==> config.mk <==
export PLATFORM = sky130hd
export DESIGN_NAME = mem_port_arbiter
export DESIGN_NICKNAME = d
export VERILOG_FILES = /design/src/rtl/arb_pkg.sv /design/src/rtl/byte_lane_merge.sv /design/src/rtl/mem_port_arbiter.sv
export SDC_FILE = /design/constraint.sdc
export NUM_CORES = 1
export LEC_CHECK = 0
export CAP_MARGIN = 30
export CORE_MARGIN = 8
export CORE_UTILIZATION = 40
export DETAILED_ROUTE_END_ITERATION = 8
export DONT_BUFFER_PORTS = 1
export GPL_ROUTABILITY_DRIVEN = 1
export PLACE_DENSITY = 0.66
export SLEW_MARGIN = 5
export SYNTH_ARGS = -nofsm -noshare
export SYNTH_HDL_FRONTEND = slang
export SYNTH_SLANG_ARGS = --single-unit
==> constraint.sdc <==
create_clock -name clk -period 2.2 [get_ports clk]
set_input_delay 0.44 -clock clk [delete_from_list [all_inputs] [get_ports clk]]
set_output_delay 0.44 -clock clk [all_outputs]
set_load 0.01 [all_outputs]
==> src/rtl/arb_pkg.sv <==
// Shared types and lane-select helpers for the memory port arbiter.
// Build option ALIGN_CHECK_EN is consumed by mem_port_arbiter.
package arb_pkg;

  typedef enum logic [1:0] {
    SZ_W = 2'd0,
    SZ_H = 2'd1,
    SZ_B = 2'd2
  } size_t;

  typedef enum logic [2:0] {
    IDLE,
    RD_WAIT,
    RD_DONE,
    WR,
    RMW_WAIT,
    RMW_WR
  } arb_state_t;

  function automatic logic [1:0] lane_off(
    input size_t      sz,
    input logic [1:0] a
  );
    logic [1:0] off;
    off = 2'b00;
    unique case (sz)
      SZ_B:    off = a;
      SZ_H:    off = {a[1], 1'b0};
      default: off = 2'b00;
    endcase
    return off;
  endfunction

  function automatic logic [3:0] lane_mask(
    input size_t      sz,
    input logic [1:0] off
  );
    logic [3:0] m;
    m = 4'hf;
    unique case (sz)
      SZ_B:    m = 4'b0001 << off;
      SZ_H:    m = off[1] ? 4'b1100 : 4'b0011;
      default: m = 4'hf;
    endcase
    return m;
  endfunction

  function automatic logic [31:0] lane_bits(
    input logic [3:0] m
  );
    logic [31:0] b;
    for (int k = 0; k < 4; k++) begin
      b[8*k +: 8] = {8{m[k]}};
    end
    return b;
  endfunction

  function automatic logic [31:0] lane_rep(
    input size_t       sz,
    input logic [31:0] d
  );
    logic [31:0] r;
    r = d;
    unique case (sz)
      SZ_B:    r = {4{d[7:0]}};
      SZ_H:    r = {2{d[15:0]}};
      default: r = d;
    endcase
    return r;
  endfunction

endpackage

==> src/rtl/byte_lane_merge.sv <==
// Little-endian lane extract (zero-extend) for loads and
// lane merge of right-justified store data into an old word.
module byte_lane_merge
  import arb_pkg::*;
(
  input  logic [31:0] rd_word,
  input  logic [31:0] old_word,
  input  logic [31:0] wdata,
  input  logic [1:0]  size,
  input  logic [1:0]  off,
  output logic [31:0] ext,
  output logic [31:0] merged
);

  size_t       sz;
  logic [31:0] sh;
  logic [31:0] bm;
  logic [31:0] rep;

  assign sz  = size_t'(size);
  assign sh  = rd_word >> {off, 3'b000};
  assign bm  = lane_bits(lane_mask(sz, off));
  assign rep = lane_rep(sz, wdata);

  always_comb begin
    ext = rd_word;
    unique case (sz)
      SZ_B:    ext = {24'h0, sh[7:0]};
      SZ_H:    ext = {16'h0, sh[15:0]};
      default: ext = rd_word;
    endcase
  end

  assign merged = (old_word & ~bm) | (rep & bm);

endmodule

==> src/rtl/mem_port_arbiter.sv <==
// Single-port memory arbiter for fetch and load/store traffic.
// Define ALIGN_CHECK_EN to flag misaligned data accesses on err_d.
module mem_port_arbiter
  import arb_pkg::*;
#(
  parameter int MEM_LAT    = 2,
  parameter int STARVE_MAX = 4
) (
  input  logic        clk,
  input  logic        reset,
  input  logic        req_i,
  input  logic [31:0] addr_i,
  output logic        gnt_i,
  output logic        done_i,
  input  logic        req_d,
  input  logic        we_d,
  input  logic [1:0]  size_d,
  input  logic [31:0] addr_d,
  input  logic [31:0] wdata_d,
  output logic        gnt_d,
  output logic        done_d,
  output logic        err_d,
  output logic [31:0] rdata,
  output logic        busy,
  output logic [31:0] mem_addr,
  output logic        mem_wr,
  output logic [31:0] mem_wdata,
  input  logic [31:0] mem_rdata
);

  localparam int CW =
    (MEM_LAT > 1) ? $clog2(MEM_LAT) : 1;
  localparam int SW = $clog2(STARVE_MAX + 1);
  localparam logic [CW-1:0] CNT_INIT =
    CW'(MEM_LAT - 1);
  localparam logic [SW-1:0] STARVE_TOP =
    SW'(STARVE_MAX);

  arb_state_t    state;
  arb_state_t    nxt;
  logic [CW-1:0] cnt;
  logic [SW-1:0] starve;

  logic        cap_f;
  logic        cap_err;
  size_t       cap_sz;
  logic [1:0]  cap_off;
  logic [29:0] cap_wa;
  logic [31:0] cap_wd;
  logic [31:0] old_q;
  logic [31:0] rdata_q;

  logic        idle;
  logic        pick_i;
  logic        pick_d;
  logic        mis;
  logic        sub_st;
  logic        wait_last;
  size_t       sz_in;
  logic [1:0]  off_in;
  logic [31:0] ext;
  logic [31:0] merged;
  logic        unused_bits;

  assign unused_bits = ^addr_i[1:0];

  assign sz_in  = size_t'(size_d);
  assign off_in = lane_off(sz_in, addr_d[1:0]);
  assign sub_st = (sz_in == SZ_H) || (sz_in == SZ_B);

`ifdef ALIGN_CHECK_EN
  assign mis = (sz_in == SZ_H) ? addr_d[0] :
               (sz_in == SZ_B) ? 1'b0 :
               (addr_d[1:0] != 2'b00);
`else
  assign mis = 1'b0;
`endif

  assign idle = (state == IDLE);

  // Data wins a conflict until fetch has lost STARVE_MAX times.
  assign pick_i = idle && reset && req_i &&
                  (!req_d || (starve == STARVE_TOP));
  assign pick_d = idle && reset && req_d && !pick_i;

  assign wait_last = (cnt == '0);

  byte_lane_merge u_lane (
    .rd_word  (mem_rdata),
    .old_word (old_q),
    .wdata    (cap_wd),
    .size     (cap_sz),
    .off      (cap_off),
    .ext      (ext),
    .merged   (merged)
  );

  always_ff @(posedge clk) begin
    if (!reset) begin
      state <= IDLE;
    end else begin
      state <= nxt;
    end
  end

  always_comb begin
    nxt       = state;
    gnt_i     = pick_i;
    gnt_d     = pick_d;
    done_i    = 1'b0;
    done_d    = 1'b0;
    err_d     = 1'b0;
    mem_wr    = 1'b0;
    mem_wdata = '0;
    mem_addr  = {cap_wa, 2'b00};
    unique case (state)
      IDLE: begin
        mem_addr = '0;
        if (pick_i) begin
          nxt = RD_WAIT;
        end else if (pick_d) begin
          if (mis) begin
            nxt = WR;
          end else if (!we_d) begin
            nxt = RD_WAIT;
          end else if (sub_st) begin
            nxt = RMW_WAIT;
          end else begin
            nxt = WR;
          end
        end
      end
      RD_WAIT: begin
        if (wait_last) nxt = RD_DONE;
      end
      RD_DONE: begin
        done_i = cap_f;
        done_d = !cap_f;
        nxt    = IDLE;
      end
      WR: begin
        done_d    = 1'b1;
        err_d     = cap_err;
        mem_wr    = !cap_err;
        mem_wdata = cap_err ? '0 : cap_wd;
        nxt       = IDLE;
      end
      RMW_WAIT: begin
        if (wait_last) nxt = RMW_WR;
      end
      RMW_WR: begin
        done_d    = 1'b1;
        mem_wr    = 1'b1;
        mem_wdata = merged;
        nxt       = IDLE;
      end
      default: nxt = IDLE;
    endcase
  end

  always_ff @(posedge clk) begin
    if (!reset) begin
      cnt     <= '0;
      cap_f   <= 1'b0;
      cap_err <= 1'b0;
      cap_sz  <= SZ_W;
      cap_off <= 2'b00;
      cap_wa  <= '0;
      cap_wd  <= '0;
      old_q   <= '0;
      rdata_q <= '0;
    end else if (pick_i || pick_d) begin
      cnt     <= CNT_INIT;
      cap_f   <= pick_i;
      cap_err <= pick_d && mis;
      cap_sz  <= pick_i ? SZ_W : sz_in;
      cap_off <= pick_i ? 2'b00 : off_in;
      cap_wa  <= pick_i ? addr_i[31:2]
                        : addr_d[31:2];
      cap_wd  <= wdata_d;
      if (pick_d && mis) rdata_q <= '0;
    end else if (state == RD_WAIT ||
                 state == RMW_WAIT) begin
      if (!wait_last) begin
        cnt <= cnt - 1'b1;
      end else if (state == RD_WAIT) begin
        rdata_q <= ext;
      end else begin
        old_q <= mem_rdata;
      end
    end
  end

  always_ff @(posedge clk) begin
    if (!reset) begin
      starve <= '0;
    end else if (pick_i) begin
      starve <= '0;
    end else if (pick_d && req_i &&
                 starve != STARVE_TOP) begin
      starve <= starve + 1'b1;
    end
  end

  assign rdata = rdata_q;
  assign busy  = !idle;

endmodule

== Word-level counts from Yosys, hierarchy flattened ==
Cells that the tools add are included.
Word-level totals
  register bits after elaboration: 138
  input bits: 135
  output and inout port bits: 103
  logic and storage cells: 81
Operators by class
  add/subtract/negate cells: 2
  equal/unequal tests: 14
  shift-type cells: 2
  muxes and demuxes: 23
  bitwise logic cells: 8
  reduce and logical (&&, ||, !) cells: 22
Operators by type and width (number)
  one-hot mux 32 bit (2 select lines): 3
  AND 32 bit: 2
  2-to-1 mux 32 bit: 1
  NOT 32 bit: 1
  bitwise OR 32 bit: 1
  right shift 32 x 5 -> 16 bit: 1
  2-to-1 mux 30 bit: 1
  2-to-1 mux 3 bit: 6
  equality test 3 bit, second input constant: 3
  one-hot mux 3 bit (3 select lines): 1
  one-hot mux 4 bit (2 select lines): 1
  AND reduction 4 bit: 2
  logical AND 1 bit: 7
  equality test 3 x 2 -> 1 bit, second input constant: 2
  2-to-1 mux 1 bit: 5
  equality test 2 x 1 -> 1 bit, second input constant: 2
  equality test 2 bit, second input constant: 2
  logical NOT 1 bit: 4
  logical OR 1 bit: 4
  2-to-1 mux 2 bit: 2
  2-to-1 mux 4 bit: 1
  inequality test 2 bit, second input constant: 2
  NOT 1 bit: 4
  one-hot mux 2 bit (2 select lines): 1
  11 further kinds: 12

== Depth between registers and ports, before layout ==
  depth after elaboration: 9
  gate-level depth with buffers: 9
  mapped depth without buffers: 7

== Cells and area by module ==
A second synthesis with hierarchy kept.
Second synthesis, totals
  cell total of the unflattened synthesis: 943
  area, all modules: 7460.9 sq um
By module, submodules not included
  mem_port_arbiter: times used 1, cells each 754, area each 6018.3 sq um, seq. area each 2762.6 sq um
  byte_lane_merge: times used 1, cells each 189, area each 1442.6 sq um, seq. area each 0.0 sq um

== Least setup slack after synthesis ==
OpenSTA, ideal clock, no wires.
  path type: reg2out
  start point: reg cap_sz[0]
  end point: out mem_wdata[16]
  data arrival time: 1.960 ns
  required time: 1.760 ns
  setup slack: -0.200 ns
  stages on the path, launching flop included: 8
  cells stage by stage: dfxtp_1 > inv_1 > ha_1 > clkbuf_1 > buf_1 > clkbuf_1 > a22oi_1 > o211ai_1
On the way
  word-level cells in the longest chain between the ends: 6
  elaborated cells between the ends (all ways): 9
  those cells by class: 2 x eq/ne; 3 x mux; 4 x bitwise
RTL lines
  start, declared: line mem_port_arbiter.sv:46  | size_t cap_sz;
  start signal, assigned: line mem_port_arbiter.sv:176  | cap_sz <= pick_i ? SZ_W : sz_in;
  equality test 2 x 1 -> 1 bit or equality test 2 bit (tied branches): line arb_pkg.sv:40, arb_pkg.sv:64
  one-hot mux 4 bit (2 select lines): line arb_pkg.sv:40  | unique case (sz)
  NOT 32 bit: line byte_lane_merge.sv:34  | assign merged = (old_word & ~bm) | (rep & bm);
  AND 32 bit: line byte_lane_merge.sv:34
  bitwise OR 32 bit (*): line byte_lane_merge.sv:34
  one-hot mux 32 bit (2 select lines) (*): line mem_port_arbiter.sv:116  | unique case (state)
  end, declared: line mem_port_arbiter.sv:27  | output logic [31:0] mem_wdata,
Every way passes the cells marked *; elsewhere a longest branch is shown, timed or not.

== Worst setup path after layout ==
  start point: reg cap_sz[1]
  end point: out mem_wdata[10]
Same word-level chain as after synthesis.

==> results.sh <==
export IMPL_outcome="finished, violations left"
export IMPL_violations="negative setup slack"
export IMPL_wire_per_inst_um=20.8
export IMPL_synth_cell_types=55
export IMPL_min_period_ns=2.42
export IMPL_grt_pass1_vias=6465
export IMPL_synth_flop_cell="dfxtp_1"
export IMPL_synth_seq_area_share_pct=38.7
export IMPL_multi_input_area_mm2=0.00426
export IMPL_power_density_mw_per_mm2=843
export IMPL_clk_path_buf_depth=2
export IMPL_ys_warnings_count=0
export IMPL_drv_cap=0
export IMPL_vdd_drop_max_v=0.000624
export IMPL_r2r_end="cap_wa[22]"
export IMPL_dpl_instance_area_mm2=0.00762
export IMPL_firstDrtPassIters=5
export IMPL_p_total_mw=7.40
export IMPL_async_flop_share_pct=0
export IMPL_drcViolationCount=0
export IMPL_grt_pass1_wl_mm=35.9
export IMPL_drive_gt1_share_pct=22.9
export IMPL_tightest_slew_ns=0.565
export IMPL_netlist_instances=897
export IMPL_postRouteAntennaNets=0
export IMPL_arrival_ns=1.98
export IMPL_timing_reg2reg_setup_slack_ns=0.14
export IMPL_synth_edff_count=0
export IMPL_gp_congestion=0.889
export IMPL_placementRows=49
export IMPL_clk_pin_slew_ns=0.06
export IMPL_fp_dieW_um=150
export IMPL_required_ns=1.76
export IMPL_reg2reg_depth=6
export IMPL_slew_violations=0
export IMPL_cp_start_kind="register"
export IMPL_vias=6717
export IMPL_whs_path_depth=2
export IMPL_area_growth_synth_to_final_pct=23.1
export IMPL_root_buffer="clkbuf_16"
export IMPL_postLayoutCellArea_mm2=0.00878
export IMPL_start_util_pct=40.3
export IMPL_ys_seq_elements=138
export IMPL_fin_skew_ns=0.00747
export IMPL_seq_area_mm2=0.00278
export IMPL_grt_max_degree=137
export IMPL_hpwl_mm=17.1
export IMPL_clock_sinks=138
export IMPL_numCtsBuffers=17
export IMPL_setup_violations=33
export IMPL_cts_tree="yes"
export IMPL_slew_headroom_pct=62.3
export IMPL_power_leakage_nw=3.24
export IMPL_wl_mm=24.2
export IMPL_drt_iter0_markers=440
export IMPL_clock_latency_ns=0.43
export IMPL_die_h_um=150
export IMPL_min_path_type="primary input to register"
export IMPL_grt_total_usage_pct=20.5
export IMPL_synthesis_area_mm2=0.00713
export IMPL_grt_overflow=0
export IMPL_rsz0062_at_grt="true"
export IMPL_finalWorstSetupSlack_ns=-0.223
export IMPL_min_delay_start="wdata_d[30]"
export IMPL_whs_endpoint="cap_wd[30]"
export IMPL_antenna_found_initial=1
export IMPL_period_share_pct=110
export IMPL_syn_area_per_cell_um2=7.95
export IMPL_dieArea_mm2=0.0224
export IMPL_clock_fmax_ghz=0.413
export IMPL_final_cell_mix="nand2_1 (180), dfxtp_1 (133), a21boi_0 (76)"
export IMPL_critPathCaptureType="output pin"
export IMPL_worstReg2RegStart="state[2]"
export IMPL_layout_commonest_cell="nand2_1"
export IMPL_vias_per_cell=5.77
export IMPL_fill_cells=1713
export IMPL_core_area_mm2=0.0177
export IMPL_hold_viol=0
export IMPL_numPortBuffers=0
export IMPL_crit_fanout=8
export IMPL_critical_path_class="register to output pin"
export IMPL_ios=238
export IMPL_cts_htree_levels=4
export IMPL_nNetsFinal=1063
export IMPL_antenna_cells=0
per-layer routing:
| layer | GRT usage [%] | share of wire, % |
|---|---|---|
| met1 | 23.5 | 39 |
| met2 | 34.2 | 49 |
| met4 | 8.58 | 2.3 |
| met5 | 0 | 0.054 |
| met3 | 7.05 | 9.7 |
registers in the layout, summed over array words and instances, names as in the netlist:
| name | count |
|---|---|
| cap_wd | 32 |
| old_q | 32 |
| rdata | 32 |
| cap_wa | 30 |
| starve | 3 |
| state | 3 |
| cap_off | 2 |
| cap_sz | 2 |
| cap_f | 1 |
| cnt | 1 |
Yosys cell counts (all sizes together), types with 2 or more instances:
cell    number  area share (%)
nand2      180             9.5
a21boi      84             8.8
o211ai       8            0.84
a221oi       8            0.98
nor2        50             2.6
a32o         2            0.28
or4b         3            0.47
a21o         2            0.21
nand2b       3            0.26
o31ai        2            0.21
a22o        24             2.9
and3b        2            0.25
mux2i        8             1.1
nor3        55             5.5
buf         19             1.7
and3         3            0.26
mux2         8             1.3
nor3b        4            0.42
ha           6             1.1
a221o       16             2.2
inv         19             1.0
dfxtp      138              39
o221ai       8            0.98
or3          2            0.18
and2         3            0.26
clkinv       2            0.12
nand3       27             1.9
a22oi       18             1.9
clkbuf      63             3.3
a31oi        6            0.53
or2          4            0.35
a21oi        4            0.28
nor2b       40             3.5
o21ai       64             4.5
how the worst max path moves through the flow:
| stage | start | end | slack [ns] |
|---|---|---|---|
| after floorplan | cap_sz[1] | mem_wdata[0] | 0.004 |
| after global placement | cap_sz[0] | mem_wdata[27] | -0.006 |
| after detailed placement | cap_sz[0] | mem_wdata[27] | -0.007 |
| after CTS | cap_sz[1] | mem_wdata[12] | -0.22 |
| after global routing | state[1] | mem_wdata[29] | -0.30 |
| final | cap_sz[1] | mem_wdata[10] | -0.22 |
what timing repair did:
| action | 4_1_cts | 5_1_grt |
|---|---|---|
| gates cloned | 1 | 3 |
| buffers inserted | 12 | 7 |
| resized for setup | 61 | 38 |
| pin swaps | 44 | 26 |
| setup endpoints to repair | 66 | 66 |
| endpoints found under the hold margin | 0 | 0 |
| hold buffers | 0 | 0 |
cell families (layout without fill, tap and decap cells):
logic type / Yosys count / after routing / share of synthesized area, %
and+or+nand+nor: 381 / 381 / 26.2
buffers and inverters: 103 / 139 / 6.10
muxes: 16 / 16 / 2.39
DFF: 138 / 138 / 38.7
AOI/OAI and AO/OA: 252 / 252 / 25.5
other: 1 / 3 / 0.0526
adders and majority gates: 6 / 6 / 1.05
stage by stage:
step	setup WS, ns	cells	hold slack [ns]	setup TNS, ns	util [%]
after floorplan	0.00446	899	0.443	0	-
after global placement	-0.00606	1109	0.451	-0.00606	43.0
after detailed placement	-0.00729	1109	0.461	-0.00729	43.0
after CTS	-0.219	1154	0.133	-5.97	48.2
after global routing	-0.304	1164	0.134	-8.41	49.6
final	-0.223	1164	0.146	-6.03	49.6
report_power, final:
part / internal, mW / switching, mW
clock: 1.59 / 1.17
combinational: 0.738 / 0.910
sequential: 2.74 / 0.241
critical path, cell delays in order (launching register included):
cell,delay [ns]
dfxtp_4,0.36
ha_4,0.27
or2_4,0.29
a22o_1,0.21
mux2i_1,0.13
o21ai_1,0.13
buf_4,0.17
cell type report:
cell class                      instances  share of cell area, %
Multi-Input combinational cell        658                   48.5
Clock inverter                         12                   1.34
Sequential cell                       138                   31.6
Timing Repair Buffer                   86                   9.19
Tap cell                              229                   3.26
Clock buffer                           20                   5.09
Inverter                               21                   1.04
Note: power is estimated with default switching activity, not from simulation.
